<file path="config.mk">
export PLATFORM = sky130hd
export DESIGN_NAME = uart_tx_fifo
export DESIGN_NICKNAME = d
export VERILOG_FILES = /design/src/rtl/uart_pkg.sv /design/src/rtl/uart_sync_fifo.sv /design/src/rtl/uart_tx_fifo.sv
export SDC_FILE = /design/constraint.sdc
export NUM_CORES = 1
export LEC_CHECK = 0
export CORE_ASPECT_RATIO = 0.75
export CORE_UTILIZATION = 54
export CTS_CLUSTER_DIAMETER = 120
export DETAILED_ROUTE_END_ITERATION = 6
export DONT_BUFFER_PORTS = 1
export PLACE_DENSITY = 0.69
export SKIP_LAST_GASP = 1
export SLEW_MARGIN = 20
export SYNTH_ARGS = -nofsm -noshare
export SYNTH_HDL_FRONTEND = slang
export SYNTH_HIERARCHICAL = 1
export SYNTH_SLANG_ARGS = --single-unit
</file>
<file path="constraint.sdc">
create_clock -name i_Clock -period 6.52 [get_ports i_Clock]
set_input_delay 1.63 -clock i_Clock [delete_from_list [all_inputs] [get_ports i_Clock]]
set_output_delay 1.63 -clock i_Clock [all_outputs]
set_load 0.02 [all_outputs]
</file>
<file path="src/rtl/uart_pkg.sv">
// Shared types and constants for the UART transmit-side blocks.
package uart_pkg;

    localparam int UART_DATA_W = 8;

    typedef enum logic [1:0] {
        IDLE,
        LAUNCH,
        WAIT_DONE
    } tx_feed_state_t;

endpackage

</file>
<file path="src/rtl/uart_sync_fifo.sv">
// Single-clock FIFO: storage array, wrapping pointers and an occupancy count.
// Full/empty come from the count so a wrapped pointer pair is never ambiguous.
module uart_sync_fifo
    import uart_pkg::*;
#(
    parameter int DEPTH  = 16,
    parameter int CNT_W  = $clog2(DEPTH + 1),
    parameter int DATA_W = UART_DATA_W
) (
    input  logic              i_Clock,
    input  logic              i_Rst_L,
    input  logic              wr_en,
    input  logic [DATA_W-1:0] wr_data,
    input  logic              rd_en,
    output logic [DATA_W-1:0] rd_data,
    output logic              full,
    output logic              empty,
    output logic [CNT_W-1:0]  count
);

    localparam int PTR_W = $clog2(DEPTH);

    logic [DATA_W-1:0] mem [DEPTH];
    logic [PTR_W-1:0]  wr_ptr;
    logic [PTR_W-1:0]  rd_ptr;
    logic              wr_acc;
    logic              rd_acc;

    assign full    = (count == CNT_W'(DEPTH));
    assign empty   = (count == '0);
    assign wr_acc  = wr_en && !full;
    assign rd_acc  = rd_en && !empty;
    assign rd_data = mem[rd_ptr];

    // NOTE: storage has no reset; pointers and count define validity, so stale
    // contents are never observable and the array can map onto plain RAM.
    always_ff @(posedge i_Clock) begin
        if (wr_acc) begin
            mem[wr_ptr] <= wr_data;
        end
    end

    // NOTE: sequential state uses non-blocking assignments so every register
    // samples pre-edge values regardless of statement order.
    always_ff @(posedge i_Clock or negedge i_Rst_L) begin
        if (!i_Rst_L) begin
            wr_ptr <= '0;
            rd_ptr <= '0;
            count  <= '0;
        end else begin
            if (wr_acc) wr_ptr <= wr_ptr + PTR_W'(1);
            if (rd_acc) rd_ptr <= rd_ptr + PTR_W'(1);
            case ({wr_acc, rd_acc})
                2'b10:   count <= count + CNT_W'(1);
                2'b01:   count <= count - CNT_W'(1);
                default: count <= count;
            endcase
        end
    end

endmodule

</file>
<file path="src/rtl/uart_tx_fifo.sv">
// Byte buffer and launch sequencer feeding a UART transmitter: one strobe per
// byte, then wait for the transmitter's done pulse before the next launch.
module uart_tx_fifo
    import uart_pkg::*;
#(
    parameter int DEPTH = 16,
    parameter int CNT_W = $clog2(DEPTH + 1)
) (
    input  logic             i_Clock,
    input  logic             i_Rst_L,
    input  logic             i_Wr_DV,
    input  logic [7:0]       i_Wr_Byte,
    output logic             o_Wr_Ready,
    output logic             o_Tx_DV,
    output logic [7:0]       o_Tx_Byte,
    input  logic             i_Tx_Active,
    input  logic             i_Tx_Done,
    output logic [CNT_W-1:0] o_Count,
    output logic             o_Empty,
    output logic             o_Overflow
);

    tx_feed_state_t         state;
    tx_feed_state_t         next_state;
    logic                   pop;
    logic                   full;
    logic                   empty;
    logic [UART_DATA_W-1:0] head;

    uart_sync_fifo #(
        .DEPTH  (DEPTH),
        .CNT_W  (CNT_W),
        .DATA_W (UART_DATA_W)
    ) u_fifo (
        .i_Clock (i_Clock),
        .i_Rst_L (i_Rst_L),
        .wr_en   (i_Wr_DV),
        .wr_data (i_Wr_Byte),
        .rd_en   (pop),
        .rd_data (head),
        .full    (full),
        .empty   (empty),
        .count   (o_Count)
    );

    assign o_Wr_Ready = !full;
    assign o_Empty    = empty;
    assign o_Tx_DV    = (state == LAUNCH);

    // NOTE: every output of this block gets a default first, so no path
    // through the case leaves a signal unassigned and infers a latch.
    always_comb begin
        next_state = state;
        pop        = 1'b0;
        case (state)
            IDLE: begin
                if (!empty && !i_Tx_Active) begin
                    pop        = 1'b1;
                    next_state = LAUNCH;
                end
            end
            LAUNCH:    next_state = WAIT_DONE;
            WAIT_DONE: if (i_Tx_Done) next_state = IDLE;
            default:   next_state = IDLE;
        endcase
    end

    // The overflow check uses the start-of-cycle full flag, so a write landing
    // on the same edge as a pop from a full FIFO is still dropped and flagged.
    always_ff @(posedge i_Clock or negedge i_Rst_L) begin
        if (!i_Rst_L) begin
            state      <= IDLE;
            o_Tx_Byte  <= '0;
            o_Overflow <= 1'b0;
        end else begin
            state <= next_state;
            if (pop) o_Tx_Byte <= head;
            if (i_Wr_DV && full) o_Overflow <= 1'b1;
        end
    end

endmodule

</file>
Word level (Yosys, flattened, before mapping)
Memory sizes are Yosys's and may differ from the RTL's. A register that Yosys moved wholly into a read port is not among the register bits.
Index checks and enable logic that the tools add are counted.
Word-level totals
  register bits after elaboration: 16
  bits in read-only memories: 0
  bits of input ports: 13
  memory bits (writable): 128
  bits in latches: 0
  memories: 1
  logic and storage cells: 37
  output and inout bits: 17
Operators by class
  equality and inequality tests: 7
  $lt $le $gt $ge: 0
  add/subtract/negate cells: 4
  muxes and demuxes: 8
  shifts and indexed selects: 0
  reductions and logical operators: 12
  bitwise logic cells: 0
  multiply operators: 0
  divide/modulo/power cells: 0
Memory list
  u_fifo.mem: depth 16, width 8, rd ports 1, clocked after Yosys merged registers in 1, wr ports 1, line uart_sync_fifo.sv:23  | logic [DATA_W-1:0] mem [DEPTH];
Operators by type and width (number)
  one-hot mux 5 bit (2 select lines): 1
  adder 4 x 1 -> 4 bit, second input constant: 2
  one-hot mux 2 bit (3 select lines): 1
  adder 5 x 1 -> 5 bit, second input constant: 1
  equality test 5 bit, second input constant: 1
  zero test 5 bit: 1
  subtractor 5 x 1 -> 5 bit, second input constant: 1
  equality test 2 x 1 -> 1 bit, second input constant: 2
  equality test 2 bit, second input constant: 2
  logical AND 1 bit: 4
  zero test 1 bit: 4
  2-to-1 mux 1 bit: 4
  2-to-1 mux 2 bit: 2
  != test 2 bit, second input constant: 2
  zero test 2 bit: 1
  AND reduction 2 bit: 1
  nonzero test 2 bit: 1

Logic depth before layout (Yosys ltp)
Gate-level depths: netlist of the first run.
  depth in word-level cells: 8
  depth in mapped cells: 13
  depth with buffers taken out: 12

Modules after synthesis
The synthesis of the first run kept the hierarchy.
By module, submodules not included
  uart_sync_fifo: cells an instance 332, times used 1, area an instance 5779.3 um^2, seq. area each 4169.0 um^2
  uart_tx_fifo: cells an instance 26, times used 1, area an instance 424.2 um^2, seq. area each 275.3 um^2

Least setup slack after synthesis of the first run
No wires, ideal clock.
  path kind: input-to-reg
  start: in i_Tx_Active
  end: reg u_fifo.count[4]
  buffers on the path: 1
  setup slack: 2.658 ns
  required time: 6.390 ns
  arrival time: 3.732 ns
  library setup time: 0.130 ns
  stages: 11
  cell sequence: nor4_4 nor2b_1 buf_2 ha_1 inv_1 fa_1 nor2b_1 o21ai_0 nand3_1 or3b_1 xnor2_1
Between the ends
  cells in the longest elaborated chain, start to end: 7
  elaborated cells between the ends (all ways): 9
  those cells by class: eq/ne: 2; mux: 3; reduce/logical: 4
Ends and longest elaborated chain
  from (decl): line uart_tx_fifo.sv:16  | input logic i_Tx_Active,
  zero test 1 bit *: line uart_tx_fifo.sv:57  | if (!empty && !i_Tx_Active) begin
  logical AND 1 bit *: line uart_tx_fifo.sv:57
  2-to-1 mux 1 bit *: line uart_tx_fifo.sv:57
  2-to-1 mux 1 bit *: line uart_tx_fifo.sv:55  | case (state)
  logical AND 1 bit *: line uart_sync_fifo.sv:32  | assign rd_acc = rd_en && !empty;
  named net u_fifo.rd_acc: line uart_sync_fifo.sv:27  | logic rd_acc;
  equality test 2 x 1 -> 1 bit / equality test 2 bit (equally long branches): line uart_sync_fifo.sv:53  | case ({wr_acc, rd_acc})
  one-hot mux 5 bit (2 select lines) / nonzero test 2 bit (equally long branches)
  to (signal assigned): line uart_sync_fifo.sv:54  | 2'b10: count <= count + CNT_W'(1);
  to (signal assigned): line uart_sync_fifo.sv:55  | 2'b01: count <= count - CNT_W'(1);
  to (signal assigned): line uart_sync_fifo.sv:56  | default: count <= count;
  to (decl): line uart_sync_fifo.sv:18  | output logic [CNT_W-1:0] count
Mark *: on every way through the listed nets, which the timed path passes. The rest lies on a longest branch.
A chain may end at the register's enable or synchronous reset.

Worst setup path in the final report of the first run
  start: in i_Tx_Active
  end: reg u_fifo.count[4]
Between the ends
  cells in the longest elaborated chain, start to end: 7
  elaborated cells between the ends (all ways): 9
  those cells by class: eq/ne: 2; mux: 3; reduce/logical: 4
Ends and longest elaborated chain (line)
  zero test 1 bit *: uart_tx_fifo.sv:57
  logical AND 1 bit *: uart_tx_fifo.sv:57
  2-to-1 mux 1 bit *: uart_tx_fifo.sv:57
  2-to-1 mux 1 bit *: uart_tx_fifo.sv:55
  logical AND 1 bit *: uart_sync_fifo.sv:32
  equality test 2 x 1 -> 1 bit / equality test 2 bit (equally long branches): uart_sync_fifo.sv:53
  one-hot mux 5 bit (2 select lines) / nonzero test 2 bit (equally long branches)
Mark *: on every way between the ends. The rest lies on a longest branch, timed or not.

==> reports/metrics.yaml, run 1 <==
run_status:
  run_status: "completed"
clocking:
  clkSinkCount: 152
  cts_buffers: 17
  cts.clk_slew.worst_paths_ns: 0.06
  cts_max_level: 4
  buffers_inserted_during_post_cts_setup_optimization: 0
  worstSkewPairLatency_ns: 0.41
  cts_hold_buf: 0
  tritoncts_clock_tree: "yes"
  post_cts_resized: 0
  cts_root_buffer: "sky130_fd_sc_hd__clkbuf_16"
  clock_path_buffers: 2
sta:
  timing.final.setup_violations: 0
  period_share_pct: 58.8
  fin_crit_ns: 3.83
  finClkSkew_ns: 0.00940
  rsz0062_at_grt: "false"
  finalSetupTns_ns: 0
  tightest_slew_ns: 0.950
  final_hold_violation_count: 0
  max_clock_freq_ghz: 0.261
  drv_slew: 0
  slew_headroom_pct: 36.4
floorplanning:
  die_area_um2: 11900
  core_area_um2: 11100
  cell_rows: 33
  initial_util_pct: 56.1
  dieHeight_um: 94.8
  die_width_um: 126
  io_pins: 30
worst_setup_path:
  cp_common_cell: "sky130_fd_sc_hd__nor2b_1"
  crit_chain: "nor4_4 -> nor2b_1 -> ha_1 -> inv_1 -> fa_1 -> nor2b_1 -> o21ai_0 -> nand3_1 -> or3b_1 -> xnor2_1"
  crit_path_end_kind: "register"
  cp_slowest_cell: "sky130_fd_sc_hd__nor2b_1"
  crit_path_max_fanout: 9
  arrival_ns: 4.12
  timing.critical_path.max_delay_family: "simple AND/OR/NAND/NOR gates"
  worstPathRequired_ns: 6.80
  worst-path-buf-inv: 1
  slowest_stage_delay_cp_ns: 0.44
  worstSetupPathType: "in -> reg"
  worst_setup_path_start_kind: "primary input"
synthesis:
  synth.lib_cells_used.distinct: 37
  seq_area_frac_synth_pct: 71.6
  synth-async-reset-ratio_pct: 15.8
  post_synth.cell_area_avg_um2: 17.3
  synth-main-ff-cell: "sky130_fd_sc_hd__edfxtp_1"
  cell_area_after_technology_mapping_um2: 6200
  syn_nets: 381
  synth-seq-cells: 152
  postSynthCellCount: 358
  synth_edf_count: 128
  synth_warnings: 6
global_route:
  grt_overflow_total: 0
  global_route.usage.total_pct: 21.2
  vias_in_the_first_global_route: 2888
  number_of_antenna_violations_at_the_first_check_in_global_routing: 0
  maximum_number_of_pins_on_one_net_before_global_route_repair: 52
  grt_first_pass_wirelength_um: 17400
pwr:
  worst_ir_drop_vdd_uv: 235
  pwr_density_cell_nw_per_um2: 475
  p_comb_share_pct: 26.0
  power_frac_clock_pct: 30.9
  power.switching_fraction_pct: 31.9
  intPower_w: 0.00225
  power_dissipated_by_switching_net_loads_w: 0.00105
  power.share.sequential_pct: 43.2
  static-leakage-power_nw: 2.44
detailed_routing:
  detailedRoute.firstPassIterationCount: 4
  wl_per_cell_um: 22.9
  metal1_wirelength_um: 5430
  route.met3.wl_um: 915
  final_antenna_net_count: 0
  routed_wirelength_um: 11800
  remaining_drc_errors: 0
  maxUsedRoutingLayer: "met4"
  vias_per_cell: 5.99
  drt_first_iter_violations: 231
  met2_wirelength_um: 5240
  vias_after_detailed_routing: 3102
place:
  place.detailed.instances: 486
  post-dp-hpwl_um: 7400
  globalplace.congestion: 0.774
  number_of_buffers_added_on_ports: 0
cells_and_area:
  syn_to_final_growth_pct: 11.7
  layout-drive-gt1-share_pct: 19.0
  n_fill_cell: 782
  nets: 388
  finalNonFillerCells: 518
  antennaDiodeCount: 0
min_path:
  timing.hold.worst.class: "reg -> reg"
flow_run:
  drv.max_cap_violation_count: 0
[worst register-to-register path: cells and delay by family, from the launching register on]
kind | cells | cell delay (ns)
simple gates | 7 | 1.97
flops | 1 | 0.57
buf+inv | 1 | 0.11
fa+ha+maj | 2 | 0.71
xor+xnor | 1 | 0.13
compound gates | 1 | 0.10
[power by group through the flow]
stage / clock [W] / combinational (W) / sequential, W
floorplan: 0 / 0.000744 / 0.00135
global placement: 0 / 0.000843 / 0.00144
detailed placement: 0 / 0.000849 / 0.00144
CTS: 0.00103 / 0.000855 / 0.00142
global route: 0.00107 / 0.000929 / 0.00144
finish: 0.00102 / 0.000856 / 0.00142
[sequential cells by signal, indices dropped and copies added, names as in the netlist]
signal         cells
u_fifo/count       5
u_fifo/rd_ptr      4
u_fifo/mem       128
o_Overflow         1
u_fifo/wr_ptr      4
o_Tx_Byte          8
state              2
[path summary, 6_finish.rpt]
kind / cells past startpoint / slack [ns] / endpoint / from
max: 10 / 2.69 / u_fifo/count[4] / i_Tx_Active
max reg2reg: 12 / 2.82 / u_fifo/count[4] / u_fifo/count[0]
max in group asynchronous: 0 / 5.53 / u_fifo/rd_ptr[0] / i_Rst_L
min reg2reg: 1 / 0.55 / state[0] / state[1]
min: 1 / 0.55 / state[0] / state[1]
min in group asynchronous: 0 / 0.91 / o_Tx_Byte[6] / i_Rst_L
[metal layers]
layer  up-vias  track usage [%]
met3        16             6.06
met5         -                0
met4         0             8.43
met2       126             29.9
met1      1561             31.1
li1       1399                -
[Yosys cell counts (3+ instances only)]
cell type,instances,area (um^2)
sky130_fd_sc_hd__a21oi_1,10,50.1
sky130_fd_sc_hd__a221oi_1,8,70.1
sky130_fd_sc_hd__a22oi_1,8,60.1
sky130_fd_sc_hd__buf_2,6,30.0
sky130_fd_sc_hd__buf_6,5,56.3
sky130_fd_sc_hd__clkbuf_1,5,18.8
sky130_fd_sc_hd__dfrtp_1,24,601
sky130_fd_sc_hd__edfxtp_1,128,3840
sky130_fd_sc_hd__ha_1,9,113
sky130_fd_sc_hd__inv_1,9,33.8
sky130_fd_sc_hd__mux2_2,16,180
sky130_fd_sc_hd__mux2i_1,25,250
sky130_fd_sc_hd__mux4_2,16,360
sky130_fd_sc_hd__nand2_1,18,67.6
sky130_fd_sc_hd__nor2_1,12,45.0
sky130_fd_sc_hd__nor2b_1,4,25.0
sky130_fd_sc_hd__nor3_1,4,20.0
sky130_fd_sc_hd__o21ai_0,20,100
sky130_fd_sc_hd__xnor2_1,7,61.3
sky130_fd_sc_hd__xor2_1,3,26.3
[cell usage in the layout (no fill, tap or decap), drive strengths merged, types with 8 or more instances in the layout]
cell	synthesis	routed
a21oi	10	10
a221oi	8	8
a22oi	8	8
clkbuf	5	26
dfrtp	24	24
edfxtp	128	128
ha	9	9
inv	9	11
mux2	17	17
mux2i	25	25
mux4	16	16
nand2	19	19
nor2	12	12
o21ai	20	20
[cell families (layout without fill, tap and decap cells)]
group                    count (synthesis)  count (layout)  synth area share (%)
multiplexers                            58              58                  13.0
adder cells (fa/ha/maj)                 10              10                  2.14
AND/OR/NAND/NOR                         53              53                  4.44
AO/OA/AOI/OAI                           48              48                  4.76
buffers and inverters                   27              47                  2.62
flip-flops                             152             152                  71.6
XOR/XNOR                                10              10                  1.41
[cell type report]
| type | instances | area, um^2 | share of cell area, % |
|---|---|---|---|
| clock buffer | 26 | 566 | 8.16 |
| clock inverter | 6 | 70.1 | 1.01 |
| inverter | 9 | 33.8 | 0.487 |
| multi-input combinational | 179 | 1600 | 23.0 |
| sequential | 152 | 4450 | 64.1 |
| tap | 140 | 175 | 2.53 |
| timing repair buffer | 6 | 45.0 | 0.650 |
[through the flow]
stage	area, um^2	hold slack [ns]	power, W	setup WS [ns]	util [%]
finish	6930	0.552	0.00329	2.69	62.6
CTS	6930	0.546	0.00331	2.67	62.6
global placement	6300	0.528	0.00228	2.34	56.9
global route	6930	0.579	0.00344	2.48	62.6
detailed placement	6300	0.537	0.00229	2.21	56.9
floorplan	6200	0.496	0.00210	2.66	-
Note: power is estimated with default switching activity, not from simulation.
==> run 2: changes to the inputs <==
- PLACE_DENSITY: 0.69 -> 0.72
- clock period: 6.52 -> 3.3 ns (I/O delays scaled with it)
==> reports/metrics.yaml, run 2 (synthesized netlist as in run 1, its figures left out) <==
global_route:
  grt_first_pass_wirelength_um: 18400
  vias_in_the_first_global_route: 3049
  maximum_number_of_pins_on_one_net_before_global_route_repair: 52
  grt_overflow_total: 0
  number_of_antenna_violations_at_the_first_check_in_global_routing: 0
  global_route.usage.total_pct: 22.4
cells_and_area:
  antennaDiodeCount: 0
  layout-drive-gt1-share_pct: 21.6
  layout_top_registers: "u_fifo/mem: 128 flops, o_Tx_Byte: 8 flops, u_fifo/count: 5 flops"
  syn_to_final_growth_pct: 13.2
  final_cell_area_um2: 7020
  largest_reg_flops: 128
  mostFrequentLayoutCell: "sky130_fd_sc_hd__edfxtp_1"
  nets: 398
  regMostFlops: "u_fifo/mem"
  layout.cells.most_common_list: "sky130_fd_sc_hd__edfxtp_1, sky130_fd_sc_hd__mux2i_1, sky130_fd_sc_hd__dfrtp_1"
detailed_routing:
  vias_after_detailed_routing: 3146
  drt_first_iter_violations: 280
  remaining_drc_errors: 0
  detailedRoute.firstPassIterationCount: 4
  wl_per_cell_um: 23.2
  final_antenna_net_count: 0
  routed_wirelength_um: 12300
  vias_per_cell: 5.96
place:
  post-dp-hpwl_um: 7780
  place_worst_setup_slack_ns: 0.234
  number_of_buffers_added_on_ports: 0
  globalplace.congestion: 0.777
  place_area_um2: 6380
worst_setup_path:
  crit_path_end_kind: "register"
  arrival_ns: 3.37
  worstSetupPathType: "reg -> reg"
  worstPathRequired_ns: 3.59
  crit_path_max_fanout: 9
  worst_setup_path_start_kind: "register"
floorplanning:
  die_width_um: 126
  dieHeight_um: 94.8
  initial_util_pct: 56.1
  cell_rows: 33
  io_pins: 30
  core_area_um2: 11100
  die_area_um2: 11900
clocking:
  cts_max_level: 4
  clkSinkCount: 152
  clock_path_buffers: 2
  cts_hold_buf: 0
  post_cts_resized: 0
  worstSkewPairLatency_ns: 0.42
  cts.clk_slew.worst_paths_ns: 0.06
  cts_root_buffer: "sky130_fd_sc_hd__clkbuf_16"
  tritoncts_clock_tree: "yes"
  cts_buffers: 17
  buffers_inserted_during_post_cts_setup_optimization: 0
sta:
  finClkSkew_ns: 0.0112
  drv_slew: 0
  max_clock_freq_ghz: 0.325
  setup_ws_ns: 0.222
  finalSetupTns_ns: 0
  tightest_slew_ns: 0.980
  fin_crit_ns: 3.08
  slew_headroom_pct: 34.7
  period_share_pct: 93.3
  rsz0062_at_grt: "false"
  timing.final.setup_violations: 0
  final_hold_violation_count: 0
pwr:
  power_dissipated_by_switching_net_loads_w: 0.00208
  power_frac_clock_pct: 30.5
  pwr_density_cell_nw_per_um2: 935
  power.switching_fraction_pct: 31.8
  power_after_layout_w: 0.00656
  intPower_w: 0.00448
  static-leakage-power_nw: 2.50
  p_comb_share_pct: 26.9
  worst_ir_drop_vdd_uv: 778
  power.share.sequential_pct: 42.7
min_path:
  timing.hold.worst.class: "in -> async"
flow_run:
  drv.max_cap_violation_count: 0
run_status:
  run_status: "completed"
-- run 2: area by class of cell --
type / instances / area (um^2)
Clock buffer: 24 / 558
Clock inverter: 8 / 77.6
Tap cell: 140 / 175
Sequential cell: 152 / 4450
Fill cell: 748 / 4050
Timing Repair Buffer: 16 / 133
Multi-Input combinational cell: 179 / 1600
Inverter: 9 / 33.8
-- run 2: worst max-delay path: stages, from the launching register on --
cell	delay, ns
sky130_fd_sc_hd__dfrtp_1	0.50
sky130_fd_sc_hd__nor4_2	0.34
sky130_fd_sc_hd__nand2_1	0.15
sky130_fd_sc_hd__and2_1	0.29
sky130_fd_sc_hd__inv_1	0.10
sky130_fd_sc_hd__ha_1	0.24
sky130_fd_sc_hd__inv_1	0.11
sky130_fd_sc_hd__fa_1	0.42
sky130_fd_sc_hd__nor2b_1	0.13
sky130_fd_sc_hd__o21ai_0	0.11
sky130_fd_sc_hd__nand3_1	0.09
sky130_fd_sc_hd__or3b_1	0.36
sky130_fd_sc_hd__xnor2_1	0.13
-- run 2: path summary, 6_finish.rpt --
path	startpoint	endpoint	slack, ns	cells past startpoint
max	u_fifo/count[1]	u_fifo/count[4]	0.22	12
min	i_Rst_L	u_fifo/count[4]	0.1	0
max reg2reg	u_fifo/count[1]	u_fifo/count[4]	0.22	12
min reg2reg	state[0]	state[0]	0.55	1
max in group asynchronous	i_Rst_L	o_Tx_Byte[5]	3.12	0
min in group i_Clock	i_Tx_Active	state[0]	0.47	1
-- run 2: layer usage --
metal  up-vias  global-route usage (%)  part of all wire (%)
met4         0                    5.82                  0.65
met5         -                       0                     0
met2       105                    32.3                    47
met3         7                    7.25                   7.5
met1      1608                    33.0                    45
li1       1426                       -                     -
-- run 2: power by group through the flow --
stage / sequential [W] / clock (W) / combinational [W]
after floorplan: 0.00267 / 0 / 0.00147
after global placement: 0.00283 / 0 / 0.00172
after detailed placement: 0.00284 / 0 / 0.00176
after CTS: 0.00280 / 0.00203 / 0.00177
after global routing: 0.00284 / 0.00210 / 0.00192
final: 0.00280 / 0.00200 / 0.00176
-- run 2: through the flow --
stage	utilization [%]	cells	hold WS (ns)
final	63.4	528	0.0998
after global routing	63.4	528	0.0718
after CTS	63.4	528	0.0804
after detailed placement	57.7	496	0.522
after global placement	57.7	496	0.522
after floorplan	-	358	0.496
==> run 3: changes to the inputs <==
- CORE_MARGIN: not set -> 4
==> reports/metrics.yaml, run 3 (synthesized netlist as in run 1, its figures left out) <==
run_status:
  run_status: "completed"
global_route:
  maximum_number_of_pins_on_one_net_before_global_route_repair: 25
  globalRouteMet3Util_pct: 6.24
  vias_in_the_first_global_route: 3253
  grt.met2_usage_pct: 29.3
  grt_util_met1_pct: 28.7
  grt_first_pass_wirelength_um: 19100
  global_route.usage.total_pct: 19.8
  number_of_antenna_violations_at_the_first_check_in_global_routing: 0
  grt_overflow_total: 0
  grt-busiest-layer: "met2"
pwr:
  worst_ir_drop_vdd_uv: 552
  static-leakage-power_nw: 2.47
  power_after_layout_w: 0.00649
  pwr_density_cell_nw_per_um2: 930
sta:
  max_clock_freq_ghz: 0.322
  worst_hold_slack_ns: 0.103
  fin_crit_ns: 3.11
  drv_slew: 0
  rsz0062_at_grt: "false"
  period_share_pct: 94.2
  final_hold_violation_count: 0
  slew_headroom_pct: 41.4
  timing.final.setup_violations: 0
  tightest_slew_ns: 0.875
  setup_ws_ns: 0.193
  finalSetupTns_ns: 0
  finClkSkew_ns: 0.00806
worst_setup_path:
  cp_common_cell: "sky130_fd_sc_hd__inv_1"
  timing.critical_path.max_delay_family: "simple AND/OR/NAND/NOR gates"
  reg2reg_from: "u_fifo/count[3]"
  worst-path-buf-inv: 2
  critical_path_cell_count: 12
  crit_path_end_kind: "register"
  critical_path.reg2reg.endpoint: "u_fifo/count[4]"
  setup.reg_to_reg.worst_slack_ns: 0.19
  worst_setup_path_start_kind: "register"
  slowest_stage_delay_cp_ns: 0.49
  rr_worst_depth: 12
  crit_chain: "nor4_2 -> nand2_1 -> and2_1 -> inv_1 -> ha_1 -> inv_1 -> fa_1 -> nor2b_1 -> o21ai_0 -> nand3_1 -> or3b_1 -> xnor2_1"
  worstSetupPathType: "reg -> reg"
  worstPathRequired_ns: 3.59
  arrival_ns: 3.40
  cp_slowest_cell: "sky130_fd_sc_hd__dfrtp_1"
  crit_path_max_fanout: 9
cells_and_area:
  nets: 402
  layout_top_registers: "u_fifo/mem: 128 flops, o_Tx_Byte: 8 flops, u_fifo/count: 5 flops"
  layout.cells.most_common_list: "sky130_fd_sc_hd__edfxtp_1, sky130_fd_sc_hd__mux2i_1, sky130_fd_sc_hd__dfrtp_1"
  regMostFlops: "u_fifo/mem"
  syn_to_final_growth_pct: 12.4
  antennaDiodeCount: 0
  final_cell_area_um2: 6970
  largest_reg_flops: 128
  mostFrequentLayoutCell: "sky130_fd_sc_hd__edfxtp_1"
  layout-drive-gt1-share_pct: 22.0
clocking:
  clock_path_buffers: 2
  tritoncts_clock_tree: "yes"
  cts_root_buffer: "sky130_fd_sc_hd__clkbuf_16"
  cts.clk_slew.worst_paths_ns: 0.06
  buffers_inserted_during_post_cts_setup_optimization: 0
  cts_max_level: 4
  worstSkewPairLatency_ns: 0.41
  clkSinkCount: 152
  cts_buffers: 17
  cts_hold_buf: 0
  post_cts_resized: 0
detailed_routing:
  vias_per_cell: 5.95
  routed_wirelength_um: 12300
  vias_after_detailed_routing: 3162
  detailedRoute.firstPassIterationCount: 5
  wl_per_cell_um: 23.1
  drt_first_iter_violations: 281
  remaining_drc_errors: 0
  final_antenna_net_count: 0
floorplanning:
  die_width_um: 132
  initial_util_pct: 56.1
  core_area_um2: 11100
  cell_rows: 33
  dieHeight_um: 101
  die_area_um2: 13300
  io_pins: 30
place:
  post-dp-hpwl_um: 8080
  number_of_buffers_added_on_ports: 0
  globalplace.congestion: 0.806
  place_worst_setup_slack_ns: 0.255
  place_area_um2: 6410
flow_run:
  drv.max_cap_violation_count: 0
min_path:
  timing.hold.worst.class: "in -> async"
[run 3: cell types whose count changed in the layout (fill, tap and decap cells not counted), moves of 2 or more]
cell / previous run / this run
sky130_fd_sc_hd__clkbuf_16: 22 / 17
sky130_fd_sc_hd__buf_4: 15 / 19
sky130_fd_sc_hd__clkinvlp_4: 0 / 3
sky130_fd_sc_hd__clkinv_4: 3 / 1
sky130_fd_sc_hd__inv_6: 0 / 2
[run 3: where the power goes]
group	internal [W]	switching (W)	leakage [nW]
registers	0.00240	0.000371	1.44
logic	0.000853	0.00103	0.766
clock network	0.00111	0.000729	0.267
[run 3: how the worst max path moves through the flow]
stage                                  to             from
after floorplan           u_fifo/count[4]  u_fifo/count[0]
after global placement    u_fifo/count[4]  u_fifo/count[3]
after CTS                 u_fifo/count[4]  u_fifo/count[3]
final                     u_fifo/count[4]  u_fifo/count[3]
after detailed placement  u_fifo/count[4]  u_fifo/count[3]
after global routing      u_fifo/count[4]  u_fifo/count[3]
[run 3: through the flow]
step                std cells  util (%)
floorplan                 358         -
global placement          500      58.0
detailed placement        500      58.0
CTS                       531      63.0
global route              531      63.0
finish                    531      63.0
[run 3: layout make-up]
| cell class | instances | area [um^2] |
|---|---|---|
| repair buffers | 20 | 163 |
| fillers | 766 | 4090 |
| well taps | 140 | 175 |
| flip-flops and latches | 152 | 4450 |
| clock buffers | 19 | 433 |
| inverters | 9 | 33.8 |
| clock inverters | 12 | 128 |
| multi-input cells | 179 | 1600 |
[run 3: metal layers]
layer	up-vias	wire length, um
met5	-	0
met4	0	164
met3	12	770
met2	101	5630
met1	1623	5710
li1	1426	-
[run 3: worst reg2reg max path: stages (launching register included)]
cell                      delay, ns
sky130_fd_sc_hd__dfrtp_1       0.49
sky130_fd_sc_hd__nor4_2        0.32
sky130_fd_sc_hd__nand2_1       0.15
sky130_fd_sc_hd__and2_1        0.28
sky130_fd_sc_hd__inv_1         0.12
sky130_fd_sc_hd__ha_1          0.24
sky130_fd_sc_hd__inv_1         0.11
sky130_fd_sc_hd__fa_1          0.42
sky130_fd_sc_hd__nor2b_1       0.15
sky130_fd_sc_hd__o21ai_0       0.11
sky130_fd_sc_hd__nand3_1       0.09
sky130_fd_sc_hd__or3b_1        0.37
sky130_fd_sc_hd__xnor2_1       0.13
